`src/rtl/mem_responder_pkg.sv`:
```
// ARM_defs: shared definitions for the memory responder.
// Holds the FSM state encodings, the default geometry/timing constants
// and the address-error check shared by the responder logic.
package ARM_defs;

    typedef enum logic [1:0] {
        ST_IDLE = 2'd0,
        ST_BUSY = 2'd1,
        ST_DONE = 2'd2
    } state_e;

    localparam int          DEF_DEPTH       = 64;
    localparam int          DEF_WAIT_CYCLES = 4;
    localparam logic [31:0] DEF_BASE_ADDR   = 32'd1024;

    // An access is illegal when below the window, beyond the last word,
    // or not word aligned.
    function automatic logic addr_error(input logic [31:0] addr,
                                        input logic [31:0] base,
                                        input int unsigned depth);
        logic [31:0] idx;
        idx = (addr - base) >> 2;
        return (addr < base) || (idx >= depth) || (addr[1:0] != 2'b00);
    endfunction

endpackage

```
`src/rtl/mem_responder_if.sv`:
```
// mem_responder_if: MEM-stage request/response bundle.
//   rd_en, wr_en   : read / write request from the pipeline
//   address, wdata : byte address and write data of the access
//   rdata          : registered read data
//   ready          : access complete (pipeline freeze = !ready)
//   err            : one-cycle error pulse
// master = pipeline side, slave = responder side.
interface mem_responder_if;
    logic        rd_en;
    logic        wr_en;
    logic [31:0] address;
    logic [31:0] wdata;
    logic [31:0] rdata;
    logic        ready;
    logic        err;

    modport master (output rd_en, wr_en, address, wdata,
                    input  rdata, ready, err);
    modport slave  (input  rd_en, wr_en, address, wdata,
                    output rdata, ready, err);
endinterface

```
`src/rtl/mem_responder_array.sv`:
```
// mem_array: DEPTH x 32-bit word storage.
//   clk     : clock
//   we_i    : write enable (synchronous write)
//   widx_i  : write word index
//   wdata_i : write data
//   ridx_i  : read word index (combinational read)
//   rdata_o : read data
// The array has no reset so contents survive a responder reset.
module mem_array #(
    parameter int DEPTH = 64,
    parameter int IDX_W = 6
) (
    input  logic             clk,
    input  logic             we_i,
    input  logic [IDX_W-1:0] widx_i,
    input  logic [31:0]      wdata_i,
    input  logic [IDX_W-1:0] ridx_i,
    output logic [31:0]      rdata_o
);

    logic [31:0] mem_q [DEPTH];

    // Synchronous word write.
    always_ff @(posedge clk) begin
        if (we_i) begin
            mem_q[widx_i] <= wdata_i;
        end
    end

    assign rdata_o = mem_q[ridx_i];

endmodule

```
`src/rtl/mem_responder.sv`:
```
// mem_responder: multi-cycle memory responder for the MEM stage.
//   clk : clock, rising edge
//   rst : synchronous active-low reset
//   bus : mem_responder_if.slave (requests in, rdata/ready/err out)
// A request is latched in IDLE, held for WAIT_CYCLES BUSY cycles, then
// performed on the last BUSY edge; DONE raises ready for one cycle.
module mem_responder
    import ARM_defs::*;
#(
    parameter int          DEPTH       = DEF_DEPTH,
    parameter int          WAIT_CYCLES = DEF_WAIT_CYCLES,
    parameter logic [31:0] BASE_ADDR   = DEF_BASE_ADDR
) (
    input  logic           clk,
    input  logic           rst,
    mem_responder_if.slave bus
);

    localparam int         IDX_W    = (DEPTH > 1) ? $clog2(DEPTH) : 1;
    localparam logic [3:0] LAST_CNT = 4'(WAIT_CYCLES - 1);

    state_e      state_q;
    logic [3:0]  cnt_q;
    logic        op_rd_q;
    logic        op_wr_q;
    logic [31:0] addr_q;
    logic [31:0] wdata_q;
    logic [31:0] rdata_q;
    logic        err_q;

    logic             req_s;
    logic             addr_err_s;
    logic             access_s;
    logic             mem_we_s;
    logic [IDX_W-1:0] idx_s;
    logic [31:0]      mem_rdata_s;
    logic             ready_s;

    // Decode of the latched access and the combinational ready.
    always_comb begin
        req_s      = bus.rd_en | bus.wr_en;
        addr_err_s = addr_error(addr_q, BASE_ADDR, DEPTH);
        idx_s      = IDX_W'((addr_q - BASE_ADDR) >> 2);
        access_s   = (state_q == ST_BUSY) && (cnt_q == LAST_CNT);
        // Gating with rst keeps an aborted write out of the array.
        mem_we_s   = rst & access_s & op_wr_q & ~addr_err_s;
        case (state_q)
            ST_IDLE: ready_s = ~req_s;
            ST_BUSY: ready_s = 1'b0;
            ST_DONE: ready_s = 1'b1;
            default: ready_s = 1'b0;
        endcase
    end

    mem_array #(
        .DEPTH (DEPTH),
        .IDX_W (IDX_W)
    ) u_mem_array (
        .clk     (clk),
        .we_i    (mem_we_s),
        .widx_i  (idx_s),
        .wdata_i (wdata_q),
        .ridx_i  (idx_s),
        .rdata_o (mem_rdata_s)
    );

    // Access FSM with latched request, wait counter and registered results.
    always_ff @(posedge clk) begin
        if (!rst) begin
            state_q <= ST_IDLE;
            cnt_q   <= 4'd0;
            op_rd_q <= 1'b0;
            op_wr_q <= 1'b0;
            addr_q  <= 32'd0;
            wdata_q <= 32'd0;
            rdata_q <= 32'd0;
            err_q   <= 1'b0;
        end else begin
            case (state_q)
                ST_IDLE: begin
                    err_q <= 1'b0;
                    if (req_s) begin
                        op_rd_q <= bus.rd_en;
                        op_wr_q <= bus.wr_en;
                        addr_q  <= bus.address;
                        wdata_q <= bus.wdata;
                        cnt_q   <= 4'd0;
                        state_q <= ST_BUSY;
                    end
                end
                ST_BUSY: begin
                    cnt_q <= cnt_q + 4'd1;
                    err_q <= 1'b0;
                    if (cnt_q == LAST_CNT) begin
                        state_q <= ST_DONE;
                        // Simultaneous read+write is itself an error.
                        err_q   <= addr_err_s | (op_rd_q & op_wr_q);
                        // Only a pure read updates rdata.
                        if (op_rd_q && !op_wr_q) begin
                            rdata_q <= addr_err_s ? 32'd0 : mem_rdata_s;
                        end
                    end
                end
                ST_DONE: begin
                    err_q   <= 1'b0;
                    state_q <= ST_IDLE;
                end
                default: begin
                    err_q   <= 1'b0;
                    cnt_q   <= 4'd0;
                    state_q <= ST_IDLE;
                end
            endcase
        end
    end

    assign bus.rdata = rdata_q;
    assign bus.err   = err_q;
    assign bus.ready = ready_s;

endmodule

```
`src/flat_wrapper.sv`:
```
// flat-port wrapper written by rule: the top's interface ports become plain ports
module mem_responder_flat import ARM_defs::*;
#(
    parameter int          DEPTH       = DEF_DEPTH,
    parameter int          WAIT_CYCLES = DEF_WAIT_CYCLES,
    parameter logic [31:0] BASE_ADDR   = DEF_BASE_ADDR
)
  (clk, rst, bus_rd_en, bus_wr_en, bus_address, bus_wdata, bus_rdata, bus_ready, bus_err);
  mem_responder_if bus_i ();
  input  logic clk;
  input  logic rst;
  input wire logic [$bits(bus_i.rd_en)-1:0] bus_rd_en;
  input wire logic [$bits(bus_i.wr_en)-1:0] bus_wr_en;
  input wire logic [$bits(bus_i.address)-1:0] bus_address;
  input wire logic [$bits(bus_i.wdata)-1:0] bus_wdata;
  output wire logic [$bits(bus_i.rdata)-1:0] bus_rdata;
  output wire logic [$bits(bus_i.ready)-1:0] bus_ready;
  output wire logic [$bits(bus_i.err)-1:0] bus_err;
  assign bus_i.rd_en = bus_rd_en;
  assign bus_i.wr_en = bus_wr_en;
  assign bus_i.address = bus_address;
  assign bus_i.wdata = bus_wdata;
  assign bus_rdata = bus_i.rdata;
  assign bus_ready = bus_i.ready;
  assign bus_err = bus_i.err;
  mem_responder #(.DEPTH(DEPTH), .WAIT_CYCLES(WAIT_CYCLES), .BASE_ADDR(BASE_ADDR)) u_core (.clk(clk), .rst(rst), .bus(bus_i));
endmodule
```
`config.mk`:
```
export PLATFORM = sky130hd
export DESIGN_NAME = mem_responder_flat
export DESIGN_NICKNAME = d
export VERILOG_FILES = /design/src/rtl/mem_responder_pkg.sv /design/src/rtl/mem_responder_if.sv /design/src/rtl/mem_responder_array.sv /design/src/rtl/mem_responder.sv /design/src/flat_wrapper.sv
export SDC_FILE = /design/constraint.sdc
export NUM_CORES = 2
export LEC_CHECK = 0
export ABC_CLOCK_PERIOD_IN_PS = 6000
export BUFFER_PORTS_ARGS = -buffer_cell sky130_fd_sc_hd__buf_2
export CAP_MARGIN = 20
export CORE_ASPECT_RATIO = 1.75
export CORE_MARGIN = 10
export CORE_UTILIZATION = 59
export DETAILED_ROUTE_END_ITERATION = 10
export PLACE_DENSITY_LB_ADDON = 0.1
export SYNTH_ARGS = -nofsm -noshare
export SYNTH_HDL_FRONTEND = slang
export SYNTH_HIERARCHICAL = 1
export SYNTH_SLANG_ARGS = --single-unit
```
`constraint.sdc`:
```
create_clock -name clk -period 6 [get_ports clk]
set_input_delay 1.2 -clock clk [delete_from_list [all_inputs] [get_ports clk]]
set_output_delay 1.2 -clock clk [all_outputs]
set_load 0.01 [all_outputs]
```
==> out/qor_table.md <==
| Result | Value |
| --- | --- |
| X dimension of the die | 301 um |
| Violation count after the first detailed-route iteration | 5316 |
| Startpoint type of the worst setup path | register |
| Aggregate global routing overflow | 0 |
| Highest clock frequency the design can meet | 210 MHz |
| Die area | 154000 um2 |
| Worst EP required | 6.42 ns |
| Cell chain of the critical path | or4_1, nor4_1, xor2_1, nor3_1, and4_1, nor2b_1, nand2_1, nor2_4 |
| Endpoint of the worst register-to-register path | u_core/u_mem_array/mem_q[28][30]$_DFFE_PP_ |
| Post-synthesis xor/xnor area fraction | 0.0107% |
| Post-Route WL | 212000 um |
| Maximum clock insertion buffer count | 3 |
| Area delta synth->final | 11.5% |
| Area share of the leading cell type in the synthesized netlist | 75.3% |
| M3 GR Usage | 3.65% |
| Worst r2r path cells | 8 |
| Worst hold path depth | 2 |
| First-pass GRT wire length | 300000 um |
| Commonest cells after routing, fill and taps aside | sky130_fd_sc_hd__edfxtp_1, sky130_fd_sc_hd__mux4_2, sky130_fd_sc_hd__clkbuf_16 |
| Max IR drop VDD | 0.000291 V |
| Transition time at the pin with the least slew margin | 1.10 ns |
| Largest family of logic cells by synthesized area | multiplexers |
| CTS clock-pin slew for the worst setup and hold paths | 0.07 ns |
| Number of gates given a new drive strength after cts | 0 |
| Latest clock arrival within the worst-skew pair | 0.80 ns |
| Most area-consuming cells after synthesis | sky130_fd_sc_hd__edfxtp_1, sky130_fd_sc_hd__mux4_2, sky130_fd_sc_hd__dfxtp_1, sky130_fd_sc_hd__mux2i_1, sky130_fd_sc_hd__a21oi_1 |
| I/O pin total | 102 |
| Top cell type by total area after synthesis | sky130_fd_sc_hd__edfxtp_1 |
| Max FO, Critical Path | 32 |
| Final net count | 3984 |
| Setup WS pre-CTS | 1.18 ns |
| Portion of netlist area occupied by mux cells | 16.2% |
| Vias in the first global route | 40300 |
| Max Clock Skew | 0.0173 ns |
| Routed length per placed instance | 35.9 um |
| Most heavily used metal layer in global routing | met2 |
| Area of the core | 137000 um2 |
| Setup Viol. Count Final | 0 |
| Basic-gate share of the synthesized area counting and, or, nand and nor cells | 2.15% |
| Min Clock Period, post-route | 4.76 ns |
| Share of the cycle needed by the critical path after routing | 79.3% |
| Synth Area in Compound Gates | 2.51% |
| Reg2reg setup slack | 1.24 ns |
| Reg-to-Reg Start | u_core/addr_q[10]$_SDFFE_PN0P_ |
| Layout cell share with drive strength beyond 1 | 28.6% |
| Post-DRT Antenna Nets | 0 |
| Setup slack of the critical path after layout | 1.24 ns |
| Row cnt | 180 |
| Hold path startpoint | u_core/addr_q[30]$_SDFFE_PN0P_ |
| RSZ-0062 raised after global routing | no |
| Slew Limit Fails | 0 |
| CTS Root Cell | sky130_fd_sc_hd__clkbuf_16 |
| Reported max-cap violation count | 0 |
| GR Util All Layers | 27.7% |
| Num CTS Buffers | 177 |
| Largest net degree at the start of global routing | 117 |
| Number of H-tree levels | 4 |
| Class of the tightest hold or removal check | register to register |
| Sum of net half-perimeters after detailed placement | 131000 um |
| RePlAce Congestion | 0.897 |
| Static Leak | 27.5 nW |
| Mapped Cells | 3716 |
| # port buffers | 101 |
| Number of setup buffers added after CTS | 0 |
| Delay of the slowest cell on the worst path | 1.06 ns |
| Height of the chip | 512 um |
| # clock sinks | 2153 |
| Sequential cell area in the final layout | 63700 um2 |
| Number of vias in the routed layout | 39300 |
| FF+latch count, synth | 2153 |
| Power density over the cells | 333 nW/um2 |
| Data arrival time of the critical path | 5.17 ns |
| Number of warnings reported in the yosys synthesis log | 6 |
| Synthesized area divided by synthesized cell count | 22.0 um2 |
| Final Hold Vio Count | 0 |
| Ys flop type | sky130_fd_sc_hd__edfxtp_1 |
| GRT met1 Usage | 34.0% |
| Antenna violations before repair | 6 |
| Total power draw | 30.4 mW |
| Filler Cell Count | 8850 |
| Number of hold buffers added after cts | 0 |
| Footprint of the multi-input gates | 17500 um2 |
| Unique masters post-synth | 51 |
| Commonest non-fill, non-tap cell in the layout | sky130_fd_sc_hd__edfxtp_1 |
| Remaining max-slew budget at the tightest pin | 26.2% |
| Slowest cell on the critical path | sky130_fd_sc_hd__nor2_4 |
| Netlist area before placement | 81600 um2 |
| Setup Crit Path Kind | register to register |
| DRC viols | 0 |
| Part of the Yosys area used for sequential elements | 77.9% |
| Total negative slack | 0 ns |
| Met2 track demand over resource in global routing | 47.6% |
| Via count normalized by instance count | 6.67 |
| Terminating pin of the worst hold path | u_core/addr_q[30]$_SDFFE_PN0P_ |
| Post-synthesis async set-or-reset flop share | 0% |
| Clock tree from TritonCTS | built |
| Run status | completed |
| Number of iterations in the first detailed-routing pass | 9 |
| Count of flip-flops with a built-in enable after synthesis | 2048 |
| Endpoint type of the worst setup path | register |
| Area share of fa/ha/maj cells after synthesis | 0.0153% |
| Synthesized Nets | 3785 |
| Initial core utilization | 59.4% |
[through the flow]
| stage | cell area (um2) | util, % | hold WS [ns] | instances |
|---|---|---|---|---|
| after global routing | 91000 | 66.3 | 0.489 | 5886 |
| final | 91000 | 66.3 | 0.464 | 5893 |
| after CTS | 91000 | 66.2 | 0.465 | 5882 |
| after global placement | 85100 | 61.9 | 0.442 | 5552 |
| after detailed placement | 85100 | 62.0 | 0.453 | 5553 |
| after floorplan | 81600 | - | 0.429 | 3716 |
[power breakdown]
part           leakage [nW]  internal [mW]  switching (mW)
Combinational          5.54          0.674            1.11
Clock                  2.83           6.44            5.25
Sequential             19.2           16.5           0.332
Total                  27.5           23.7            6.69
[registers in the layout, summed over array words and instances (netlist names)]
signal,cells
u_core/addr_q,32
u_core/u_mem_array/mem_q,2048
u_core/state_q,2
u_core/cnt_q,4
u_core/op_rd_q,1
u_core/bus.rdata,32
u_core/op_wr_q,1
u_core/wdata_q,32
u_core/bus.err,1
[cells by family after synthesis]
kind of cell	after synthesis
compound gates	316
xor+xnor	1
fa+ha+maj	1
buf+inv	211
flops	2153
mux	637
simple gates	397
[worst max-delay path by stage]
stage / endpoint / slack (ns) / cells after the start / start
5_1_grt: u_core/u_mem_array/mem_q[28][23]$_DFFE_PP_ / 0.95 / 8 / u_core/addr_q[10]$_SDFFE_PN0P_
6_report: u_core/u_mem_array/mem_q[28][30]$_DFFE_PP_ / 1.24 / 8 / u_core/addr_q[10]$_SDFFE_PN0P_
3_5_place_dp: u_core/u_mem_array/mem_q[24][24]$_DFFE_PP_ / 1.18 / 8 / u_core/addr_q[10]$_SDFFE_PN0P_
4_1_cts: u_core/u_mem_array/mem_q[24][21]$_DFFE_PP_ / 1.16 / 8 / u_core/addr_q[10]$_SDFFE_PN0P_
3_3_place_gp: u_core/u_mem_array/mem_q[24][22]$_DFFE_PP_ / 1.03 / 8 / u_core/addr_q[12]$_SDFFE_PN0P_
2_1_floorplan: u_core/u_mem_array/mem_q[48][0]$_DFFE_PP_ / 1.19 / 8 / u_core/addr_q[10]$_SDFFE_PN0P_
[synth_stat cells (all sizes together), types with 8 or more instances]
library cell	count
nand2b	10
nor3	11
buf	112
a21oi	134
edfxtp	2048
clkbuf	97
nor2	150
mux4	544
mux2i	93
o221ai	27
a311oi	8
nand2	159
a22o	32
dfxtp	105
o22ai	84
nor2b	17
a22oi	13
[per-layer routing]
| layer | wire (um) | up-vias |
|---|---|---|
| met2 | 112000 | 1867 |
| met3 | 15400 | 385 |
| met5 | 0 | - |
| met1 | 71600 | 21000 |
| li1 | - | 16000 |
| met4 | 12600 | 0 |
[critical path: cells and delay by family, from the launching register on]
| family | cells | cell delay (ns) |
|---|---|---|
| and+or+nand+nor | 7 | 3.79 |
| DFF | 1 | 0.33 |
| xor gates and xnor gates | 1 | 0.20 |
[final cells by class]
type,count,area share (%)
antenna,8,0.0220
timing repair buffer,229,1.84
clock buffer,217,5.17
clock inverter,112,1.25
sequential,2153,70.0
tap,1820,2.50
inverter,2,0.00825
multi-input combinational,1352,19.2
No activity file was read; power rests on OpenSTA's default activity.
